[src/rtl/aes_pipe_sched_pkg.sv]
// ----------------------------------------------------------------------------
// aes_pipe_sched_pkg
// Shared constants and types for the AES pipeline scheduler slice.
//   BLOCK_W            : AES block / key width in bits
//   LAT_DEFAULT        : default fixed latency of the external AES pipeline
//   FIFO_DEPTH_DEFAULT : default depth of the response FIFO
//   TAG_W_DEFAULT      : default width of the opaque requester tag
//   src_e              : identifies which requester a block came from
//   rsp_rec_t          : response record {data, src, tag} at default tag width
//   rr_pick()          : round-robin choice between the two requesters
// ----------------------------------------------------------------------------
package aes_pipe_sched_pkg;

    localparam int BLOCK_W            = 128;
    localparam int LAT_DEFAULT        = 11;
    localparam int FIFO_DEPTH_DEFAULT = 16;
    localparam int TAG_W_DEFAULT      = 4;

    typedef enum logic {
        SRC_REQ0 = 1'b0,
        SRC_REQ1 = 1'b1
    } src_e;

    typedef struct packed {
        logic [BLOCK_W-1:0]       data;
        logic                     src;
        logic [TAG_W_DEFAULT-1:0] tag;
    } rsp_rec_t;

    // With both requesters asking, the one that did not win last time gets
    // the slot; with a single requester asking, it simply wins. When nobody
    // asks the answer is irrelevant because nothing is accepted.
    function automatic src_e rr_pick(input logic v0, input logic v1, input src_e last);
        if (v0 && v1) begin
            return (last == SRC_REQ0) ? SRC_REQ1 : SRC_REQ0;
        end else if (v1) begin
            return SRC_REQ1;
        end else begin
            return SRC_REQ0;
        end
    endfunction

endpackage

[src/rtl/aes_rsp_fifo.sv]
// ----------------------------------------------------------------------------
// aes_rsp_fifo
// First-word-fall-through FIFO holding finished AES responses.
// Ports:
//   clk      : rising-edge clock
//   reset    : asynchronous active-low reset (clears pointers and count)
//   wr_en    : write wr_data at the end of this cycle
//   wr_data  : packed response record
//   rd_en    : pop the head entry at the end of this cycle
//   rd_data  : head entry, valid whenever empty is 0
//   empty    : FIFO holds no entries
//   count    : number of entries currently held
// Storage is deliberately left unreset; only the bookkeeping is cleared.
// ----------------------------------------------------------------------------
module aes_rsp_fifo
    import aes_pipe_sched_pkg::*;
#(
    parameter int DEPTH = FIFO_DEPTH_DEFAULT,
    parameter int WIDTH = BLOCK_W + 1 + TAG_W_DEFAULT
) (
    input  logic                       clk,
    input  logic                       reset,
    input  logic                       wr_en,
    input  logic [WIDTH-1:0]           wr_data,
    input  logic                       rd_en,
    output logic [WIDTH-1:0]           rd_data,
    output logic                       empty,
    output logic [$clog2(DEPTH):0]     count
);

    localparam int AW = $clog2(DEPTH);

    logic [WIDTH-1:0] mem [DEPTH];
    logic [AW-1:0]    wr_ptr;
    logic [AW-1:0]    rd_ptr;
    logic [AW:0]      cnt;
    logic             full;
    logic             do_wr;
    logic             do_rd;

    // The scheduler's credit rule already keeps writes off a full FIFO;
    // the full/empty guards just make the FIFO safe on its own.
    always_comb begin
        empty = (cnt == '0);
        full  = (cnt == (AW + 1)'(DEPTH));
        do_wr = wr_en && !full;
        do_rd = rd_en && !empty;
    end

    // Pointers are exactly AW bits wide, so they wrap modulo DEPTH for free.
    // A write and a pop in the same cycle leave the count unchanged.
    always_ff @(posedge clk or negedge reset) begin
        if (!reset) begin
            wr_ptr <= '0;
            rd_ptr <= '0;
            cnt    <= '0;
        end else begin
            if (do_wr) begin
                wr_ptr <= wr_ptr + AW'(1);
            end
            if (do_rd) begin
                rd_ptr <= rd_ptr + AW'(1);
            end
            case ({do_wr, do_rd})
                2'b10:   cnt <= cnt + (AW + 1)'(1);
                2'b01:   cnt <= cnt - (AW + 1)'(1);
                default: cnt <= cnt;
            endcase
        end
    end

    // Payload storage, no reset needed: stale entries are never visible
    // because the count says they are not there.
    always_ff @(posedge clk) begin
        if (do_wr) begin
            mem[wr_ptr] <= wr_data;
        end
    end

    assign rd_data = mem[rd_ptr];
    assign count   = cnt;

endmodule

[src/rtl/aes_pipe_sched.sv]
// ----------------------------------------------------------------------------
// aes_pipe_sched
// Shares one fixed-latency AES pipeline between two requesters. Blocks are
// granted round-robin, handed to the pipeline, tracked through a LAT-deep
// shift register, and their ciphertexts are parked in a response FIFO.
// Ports:
//   clk, reset                    : clock (rising edge), async active-low reset
//   reqN_valid/ready              : requester N handshake (accept = both high)
//   reqN_data/key/tag             : plaintext, key and opaque tag of requester N
//   pipe_data/pipe_key            : block driven into the pipeline (zero when idle)
//   pipe_result                   : ciphertext leaving the pipeline LAT clocks later
//   rsp_valid/ready               : response handshake (pop = both high)
//   rsp_data/src/tag              : ciphertext, originating requester and its tag
//   busy                          : something is in flight or buffered
// ----------------------------------------------------------------------------
module aes_pipe_sched
    import aes_pipe_sched_pkg::*;
#(
    parameter int LAT        = LAT_DEFAULT,
    parameter int FIFO_DEPTH = FIFO_DEPTH_DEFAULT,
    parameter int TAG_W      = TAG_W_DEFAULT
) (
    input  logic                 clk,
    input  logic                 reset,
    input  logic                 req0_valid,
    output logic                 req0_ready,
    input  logic [BLOCK_W-1:0]   req0_data,
    input  logic [BLOCK_W-1:0]   req0_key,
    input  logic [TAG_W-1:0]     req0_tag,
    input  logic                 req1_valid,
    output logic                 req1_ready,
    input  logic [BLOCK_W-1:0]   req1_data,
    input  logic [BLOCK_W-1:0]   req1_key,
    input  logic [TAG_W-1:0]     req1_tag,
    output logic [BLOCK_W-1:0]   pipe_data,
    output logic [BLOCK_W-1:0]   pipe_key,
    input  logic [BLOCK_W-1:0]   pipe_result,
    output logic                 rsp_valid,
    input  logic                 rsp_ready,
    output logic [BLOCK_W-1:0]   rsp_data,
    output logic                 rsp_src,
    output logic [TAG_W-1:0]     rsp_tag,
    output logic                 busy
);

    localparam int CNT_W = $clog2(FIFO_DEPTH) + 1;
    localparam int INF_W = $clog2(LAT + 1);
    localparam int REC_W = BLOCK_W + 1 + TAG_W;

    logic [LAT-1:0]   sr_valid;
    logic             sr_src [LAT];
    logic [TAG_W-1:0] sr_tag [LAT];

    logic [INF_W-1:0] inflight;
    logic [CNT_W-1:0] fifo_count;
    logic             fifo_empty;
    logic [REC_W-1:0] wr_rec;
    logic [REC_W-1:0] rd_rec;

    src_e             last_src;
    src_e             grant_src;
    logic             issue_ok;
    logic             accept;
    logic             retire;
    logic             pop;

    // Credit check: every block already accepted owns a FIFO slot until it
    // is popped, so issuing is allowed only while blocks in the pipeline
    // plus blocks in the FIFO leave at least one slot free. This guarantees
    // the FIFO can always absorb whatever the pipeline retires.
    // The ready outputs are also forced low while reset is held, which in
    // turn keeps pipe_data/pipe_key at zero during reset.
    always_comb begin
        issue_ok   = (int'(inflight) + int'(fifo_count)) < FIFO_DEPTH;
        grant_src  = rr_pick(req0_valid, req1_valid, last_src);
        req0_ready = reset && issue_ok && req0_valid && (grant_src == SRC_REQ0);
        req1_ready = reset && issue_ok && req1_valid && (grant_src == SRC_REQ1);
        accept     = req0_ready || req1_ready;
        pipe_data  = '0;
        pipe_key   = '0;
        if (accept) begin
            pipe_data = (grant_src == SRC_REQ1) ? req1_data : req0_data;
            pipe_key  = (grant_src == SRC_REQ1) ? req1_key  : req0_key;
        end
    end

    // Round-robin pointer only moves when a block is actually accepted.
    // Reset value makes req0 win the first tie.
    always_ff @(posedge clk or negedge reset) begin
        if (!reset) begin
            last_src <= SRC_REQ1;
        end else if (accept) begin
            last_src <= grant_src;
        end
    end

    // Valid bits of the latency tracker. Each slot mirrors one pipeline
    // stage; clearing them on reset is what makes stale pipe_result values
    // harmless after a mid-operation reset.
    always_ff @(posedge clk or negedge reset) begin
        if (!reset) begin
            sr_valid <= '0;
        end else begin
            sr_valid[0] <= accept;
            for (int i = 1; i < LAT; i++) begin
                sr_valid[i] <= sr_valid[i-1];
            end
        end
    end

    // Source and tag ride alongside the valid bits; they are only looked at
    // when the matching valid is set, so they need no reset.
    always_ff @(posedge clk) begin
        sr_src[0] <= grant_src;
        sr_tag[0] <= (grant_src == SRC_REQ1) ? req1_tag : req0_tag;
        for (int i = 1; i < LAT; i++) begin
            sr_src[i] <= sr_src[i-1];
            sr_tag[i] <= sr_tag[i-1];
        end
    end

    assign retire = sr_valid[LAT-1];

    // Running count of occupied tracker slots, kept as a counter so the
    // credit check does not need a popcount over LAT bits. Insert and
    // retire in the same cycle cancel out.
    always_ff @(posedge clk or negedge reset) begin
        if (!reset) begin
            inflight <= '0;
        end else begin
            case ({accept, retire})
                2'b10:   inflight <= inflight + INF_W'(1);
                2'b01:   inflight <= inflight - INF_W'(1);
                default: inflight <= inflight;
            endcase
        end
    end

    // The oldest tracker slot lines up with the pipeline output, so the
    // ciphertext is paired with its src/tag as it is written.
    assign wr_rec = {pipe_result, sr_src[LAT-1], sr_tag[LAT-1]};

    aes_rsp_fifo #(
        .DEPTH (FIFO_DEPTH),
        .WIDTH (REC_W)
    ) u_rsp_fifo (
        .clk     (clk),
        .reset   (reset),
        .wr_en   (retire),
        .wr_data (wr_rec),
        .rd_en   (pop),
        .rd_data (rd_rec),
        .empty   (fifo_empty),
        .count   (fifo_count)
    );

    // Response side: the FIFO head is presented directly.
    always_comb begin
        rsp_valid = !fifo_empty;
        pop       = rsp_valid && rsp_ready;
        rsp_data  = rd_rec[REC_W-1 -: BLOCK_W];
        rsp_src   = rd_rec[TAG_W];
        rsp_tag   = rd_rec[TAG_W-1:0];
        busy      = (inflight != '0) || !fifo_empty;
    end

endmodule

[config.mk]
export PLATFORM = sky130hd
export DESIGN_NAME = aes_pipe_sched
export DESIGN_NICKNAME = d
export VERILOG_FILES = /design/src/rtl/aes_pipe_sched_pkg.sv /design/src/rtl/aes_rsp_fifo.sv /design/src/rtl/aes_pipe_sched.sv
export SDC_FILE = /design/constraint.sdc
export NUM_CORES = 2
export LEC_CHECK = 0
export CORE_ASPECT_RATIO = 0.9
export CORE_UTILIZATION = 38
export DETAILED_ROUTE_END_ITERATION = 8
export DONT_BUFFER_PORTS = 1
export PLACE_DENSITY = 0.51
export SLEW_MARGIN = 15
export SYNTH_ARGS = -nofsm -noshare
export SYNTH_HDL_FRONTEND = slang
export SYNTH_SLANG_ARGS = --single-unit
[constraint.sdc]
create_clock -name clk -period 10.5 [get_ports clk]
set_input_delay 0 -clock clk [delete_from_list [all_inputs] [get_ports clk]]
set_output_delay 0 -clock clk [all_outputs]
set_load 0.01 [all_outputs]
### Yosys cells after proc, flatten, opt, wreduce, memory -nomap -nowiden

Memory sizes are Yosys's and may differ from the RTL's.
Index checks and enable logic that the tools add are counted.

* add/sub/neg operators: 7
* $lt $le $gt $ge: 1
* eq/ne operators: 5
* mux-type cells: 12
* bitwise operators: 1
* reduce and logical (&&, ||, !) cells: 17

Operators with widths (number)
* two-way mux 128 bit: 4
* adder 4 x 1 -> 4 bit, second input constant: 3
* one-hot mux 5 bit (2 select lines): 1
* logical AND 1 bit: 9
* one-hot mux 4 bit (2 select lines): 1
* adder 4 x 5 -> 6 bit: 1
* < comparator 6 x 5 -> 1 bit, second input constant: 1
* adder 5 x 1 -> 5 bit, second input constant: 1
* == test 5 bit, second input constant: 1
* logical NOT 5 bit: 1
* two-way mux 1 bit: 5
* subtractor 5 x 1 -> 5 bit, second input constant: 1
* == test 2 x 1 -> 1 bit, second input constant: 2
* == test 2 bit, second input constant: 2
* two-way mux 4 bit: 1
* nonzero test 2 bit: 2
* nonzero test 4 bit: 1
* subtractor 4 x 1 -> 4 bit, second input constant: 1
* logical NOT 1 bit: 2
* logical OR 1 bit: 2
* NOT 1 bit: 1

* register bits: 29
* RAM bits: 2183
* input port bits: 653
* output and inout bits: 393
* word-level logic and storage cells: 52
* memories kept: 3

Memory list
* u_rsp_fifo.mem: depth 16, width 133, rd ports 1, clocked after memory_dff 0, write ports 1, line aes_rsp_fifo.sv:33 `logic [WIDTH-1:0] mem [DEPTH];`
* sr_tag: depth 11, width 4, rd ports 11, clocked after memory_dff 0, write ports 11, line aes_pipe_sched.sv:52 `logic [TAG_W-1:0] sr_tag [LAT];`
* sr_src: depth 11, width 1, rd ports 11, clocked after memory_dff 0, write ports 11, line aes_pipe_sched.sv:51 `logic sr_src [LAT];`

### Longest topological paths before layout

* word-level depth: 8
* mapped depth: 12
* gate-level depth less buffers: 11

### Cells and area by module

A second synthesis with hierarchy kept.

* cells, all modules: 4878
* area, all modules: 88327.2 µm²

Modules (own cells, without submodules)
* aes_rsp_fifo: times used 1, cells an instance 3903, area each 81994.9 µm², sequential area each 64226.6 µm²
* aes_pipe_sched: times used 1, cells an instance 975, area each 6332.3 µm², sequential area each 1502.7 µm²

### Least setup slack after synthesis

Ideal clock, no wire load.

* path kind: flip-flop to flip-flop
* from: register u_rsp_fifo.cnt[0] (netlist: u_rsp_fifo.count[0])
* to: memory u_rsp_fifo.mem[3][0] in the netlist's numbering (enable)
* library setup time: 0.787 ns
* arrival time: 10.135 ns
* required time: 9.713 ns
* slack: -0.422 ns
* stages on the path, launching flop included: 5
* path buffers: 0
* period minus slack after synthesis: 10.922 ns
* cells stage by stage: dfrtp_1 -> nor4_1 -> a21boi_1 -> nand2_1 -> nor3_1

* cells in the longest elaborated chain, start to end: 5

RTL lines
* start: declaration: line aes_rsp_fifo.sv:36 `logic [AW:0] cnt;`
* start signal: assignment: line aes_rsp_fifo.sv:65 `2'b10: cnt <= cnt + (AW + 1)'(1);`
* start signal: assignment: line aes_rsp_fifo.sv:66 `2'b01: cnt <= cnt - (AW + 1)'(1);`
* start signal: assignment: line aes_rsp_fifo.sv:67 `default: cnt <= cnt;`
* == test 5 bit: line aes_rsp_fifo.sv:45 `full = (cnt == (AW + 1)'(DEPTH));`
* logical NOT 1 bit: line aes_rsp_fifo.sv:46 `do_wr = wr_en && !full;`
* logical AND 1 bit: line aes_rsp_fifo.sv:46
* two-way mux 1 bit: line aes_rsp_fifo.sv:75 `if (do_wr) begin`
* two-way mux 1 bit (implied by the code): line aes_rsp_fifo.sv:76 `mem[wr_ptr] <= wr_data;`
* end: declaration: line aes_rsp_fifo.sv:33

Every way passes these cells.

### Worst setup path in the final report

* from: register u_rsp_fifo.rd_ptr[0]
* to: output rsp_data[53]

* cells in the longest elaborated chain, start to end: 1

RTL lines
* start: declaration: line aes_rsp_fifo.sv:35 `logic [AW-1:0] rd_ptr;`
* start signal: assignment: line aes_rsp_fifo.sv:62 `rd_ptr <= rd_ptr + AW'(1);`
* memory (16 x 133 bit)
* end: declaration: line aes_pipe_sched.sv:40 `output logic [BLOCK_W-1:0] rsp_data,`

Every way passes these cells.

==> qor.txt <==
FLOORPLANNING
------------------------------------------------------------------------------
DIE WIDTH                                                          502 microns
Core area                                                          0.223 sq mm
DIE HEIGHT                                                         452 microns
I/O Pins                                                                  1046
Initial core utilization                                                 38.4%
Die footprint                                                      0.227 sq mm
Row cnt                                                                    164

SYNTH
------------------------------------------------------------------------------
Largest area contributor in the synthesized netlist               sky130_fd_sc_hd__edfxtp_1
Post-synthesis net count                                                  4989
Synth async-reset ratio                                                  1.31%
Synthesized netlist cell count                                            4320
Synth top area share                                                     74.8%
Sequential cell area fraction in the yosys report                        76.9%
Flip-flop and latch count after synthesis                                 2212
Syn avg cell area                                                   19.8 sq um
Most area-consuming cells after synthesis                         sky130_fd_sc_hd__edfxtp_1, sky130_fd_sc_hd__mux4_2, sky130_fd_sc_hd__nand2_1
Number of flops mapped to enable cells by yosys                           2128
Area of the mapped netlist                                        0.0854 sq mm
Yosys warns                                                                  0
Most used DFF post-synth                                          sky130_fd_sc_hd__edfxtp_1
Distinct cell type count after synthesis                                    43

ROUTING
------------------------------------------------------------------------------
Remaining routing DRC violations                                             0
Routed Wire Length                                                317000 microns
Post-DR wirelength/cell                                           40.9 microns
Detail-routed via count per cell                                          5.77
Count of nets left with antenna violations after detail routing              0
Total number of vias                                                     44.7k
First-pass detailed-route iteration total                                    5
First-iteration detailed-routing DRC count                                4750

WORST SETUP PATH
------------------------------------------------------------------------------
Critical Path Start                                               u_rsp_fifo.rd_ptr[0]
Worst flop-to-flop path startpoint                                u_rsp_fifo.count[1]
Crit path arrival time                                                 4.84 ns
Req. time, crit path                                                  10.50 ns
Endpoint kind of the worst setup timing path                        output pin
Critical path class                                               flop to output pin
Peak fanout along the critical path                                        103
Startpoint Class                                                          flop

CTS
------------------------------------------------------------------------------
# Post-CTS Setup Buffers                                                     0
Reg clk slew, reported paths                                           0.06 ns
Cts repair resizes                                                           0
Clock latency on the worst-skew pair                                   0.85 ns
CTS tree                                                                   yes
CTS Root Buffer Type                                              sky130_fd_sc_hd__clkbuf_16
Maximum buffer depth of the clock tree                                       3
Clock sink count                                                          2212
Number of CTS-inserted buffers                                             221
Deepest level of the CTS H-tree                                              4

TIMING
------------------------------------------------------------------------------
Final-layout setup total negative slack                                   0 ns
Count of final max-slew check failures                                       0
Final setup violation count                                                  0
Fmax                                                                   207 MHz
Hold Fails Final Rpt                                                         0
Slew of the pin with the lowest slew margin                            1.40 ns
Setup repair after global routing missed its margin                      false
Post-Route Hold Slack                                                0.0908 ns
Max transition margin                                                    6.79%
Clock Skew                                                           0.0746 ns
Final period utilization                                                 46.1%
Fin crit period                                                        4.84 ns

HOLD PATH
------------------------------------------------------------------------------
Hold crit path type                                               input pin to flop
Worst min-delay path startpoint                                    req0_tag[1]

JOB
------------------------------------------------------------------------------
Reported max-cap violation count                                             0

PWR
------------------------------------------------------------------------------
VDD IR-drop max                                                       0.317 mV
Leakage power                                                          30.9 nW
Power per Cell Area                                                262 mW/mm^2

GRT
------------------------------------------------------------------------------
Via count of the first global-routing pass                               44.0k
Global-route usage over all layers                                       27.7%
Maximum number of pins on one net before global-route repair               150
Overflow left after global routing                                           0
Wire length of the first global-routing pass                      419000 microns
Initial antenna violation count                                            179

OUTCOME
------------------------------------------------------------------------------
Result of the run                                                    completed

FINAL LAYOUT
------------------------------------------------------------------------------
Synth-to-layout area growth                                              14.4%
Layout cell share with drive strength beyond 1                           20.9%
Number of nets in the finished design                                     5196

PLACEMENT
------------------------------------------------------------------------------
Post-detail-place hpwl                                            213000 microns
Count of buffers inserted at the top-level ports                             0
Final weighted congestion in routability-driven placement                 1.12

per-stage QoR:
step	power [mW]	setup WS (ns)	area (sq um)	instances	util [%]
floorplan	15.6	3.15	85500	4320	-
global placement	18.2	6.38	89100	7141	40.0
detailed placement	18.2	6.36	89100	7141	40.0
CTS	26.0	5.40	97600	7694	43.9
global route	26.6	5.20	97700	7723	43.9
finish	25.6	5.66	97800	7740	43.9
area by class of cell:
type | count | area, sq um
multi-input cells | 1834 | 18700
clock inverters | 123 | 1190
repair buffers | 249 | 2380
fillers | 19200 | 125000
well taps | 2988 | 3740
flip-flops and latches | 2212 | 65700
clock buffers | 279 | 5860
diodes | 46 | 115
inverters | 9 | 41.3
cell usage in the layout, fill, tap and decap left out, drive strengths merged, types with 5 or more instances in the layout:
cell type    netlist  final
o22ai             59     59
dfrtp             28     28
nand2            646    646
dfxtp             55     55
nor2              46     46
xor2               6      6
ha                15     15
o21ai              7      7
a22oi            208    208
clkinvlp           0      7
nor3               6      6
bufinv             0     14
nand2b             7      7
diode              0     46
buf              120    100
nor2b              5      5
inv                9     17
dlygate4sd3        0    149
xnor2              8      8
a21oi            259    259
clkinv             0     94
edfxtp          2128   2128
clkbuf           145    279
mux4             532    532
per-layer routing:
| layer | track usage (%) | up-vias | wire length, microns |
|---|---|---|---|
| met1 | 35.2 | 24100 | 125000 |
| met3 | 6.92 | 570 | 22500 |
| met4 | 11.6 | 24 | 14800 |
| met5 | 0 | - | 395 |
| met2 | 45.3 | 1995 | 155000 |
| li1 | - | 18000 | - |
synth_stat cells, drive strengths merged (3+ instances only):
cell type,n
mux4,532
o21ai,7
nor3b,3
inv,9
edfxtp,2128
dfrtp,28
a22oi,208
nor2,46
xnor2,8
buf,120
ha,15
dfxtp,55
xor2,6
nand2,646
mux2,3
and2,3
nand2b,7
nor2b,5
o22ai,59
clkbuf,145
nor3,6
a21oi,259
sequential cells by signal, indices dropped and copies added, names as in the netlist:
name	flops
sr_src	11
u_rsp_fifo.count	5
u_rsp_fifo.mem	2128
sr_tag	44
u_rsp_fifo.rd_ptr	4
u_rsp_fifo.wr_ptr	4
inflight	4
last_src	1
sr_valid	11
worst paths after layout:
path / to / slack [ns] / cells after the start
min in group asynchronous: u_rsp_fifo.rd_ptr[1] / 0.39 / 4
max in group asynchronous: last_src / 9.81 / 4
max reg2reg: u_rsp_fifo.mem[0][48] / 6.45 / 7
min: sr_tag[0][1] / 0.09 / 3
max: rsp_data[53] / 5.66 / 5
min reg2reg: sr_tag[6][1] / 0.27 / 0
repair_timing:
action	4_1_cts	5_1_grt
endpoints found under the hold margin	2087	0
hold buffers	151	0
endpoints found under the setup margin	0	0
worst max-delay path, cell delays in order, from the launching register on:
cell and delay [ns]:
sky130_fd_sc_hd__dfrtp_4 1.10, sky130_fd_sc_hd__buf_12 0.64, sky130_fd_sc_hd__buf_4 0.79, sky130_fd_sc_hd__mux4_2 0.59, sky130_fd_sc_hd__a22oi_1 0.21, sky130_fd_sc_hd__nand2_1 0.32
where the power goes:
part	total (mW)	switching (mW)	internal, mW
Sequential	10.5	0.284	10.2
Combinational	7.49	4.85	2.64
Clock	7.64	3.34	4.30
Total	25.6	8.48	17.1
cells by family (layout without fill, tap and decap cells):
group           count (synthesis)  count (layout)  synth area share (%)
simple gates                  727             727                  3.30
buf+inv                       274             660                  1.44
compound gates                542             542                  3.89
xor+xnor                       14              14                 0.144
mux                           535             535                  14.1
fa+ha+maj                      16              16                 0.243
other cells                     0              46                     0
flops                        2212            2212                  76.9
No activity file was read; power rests on OpenSTA's default activity.
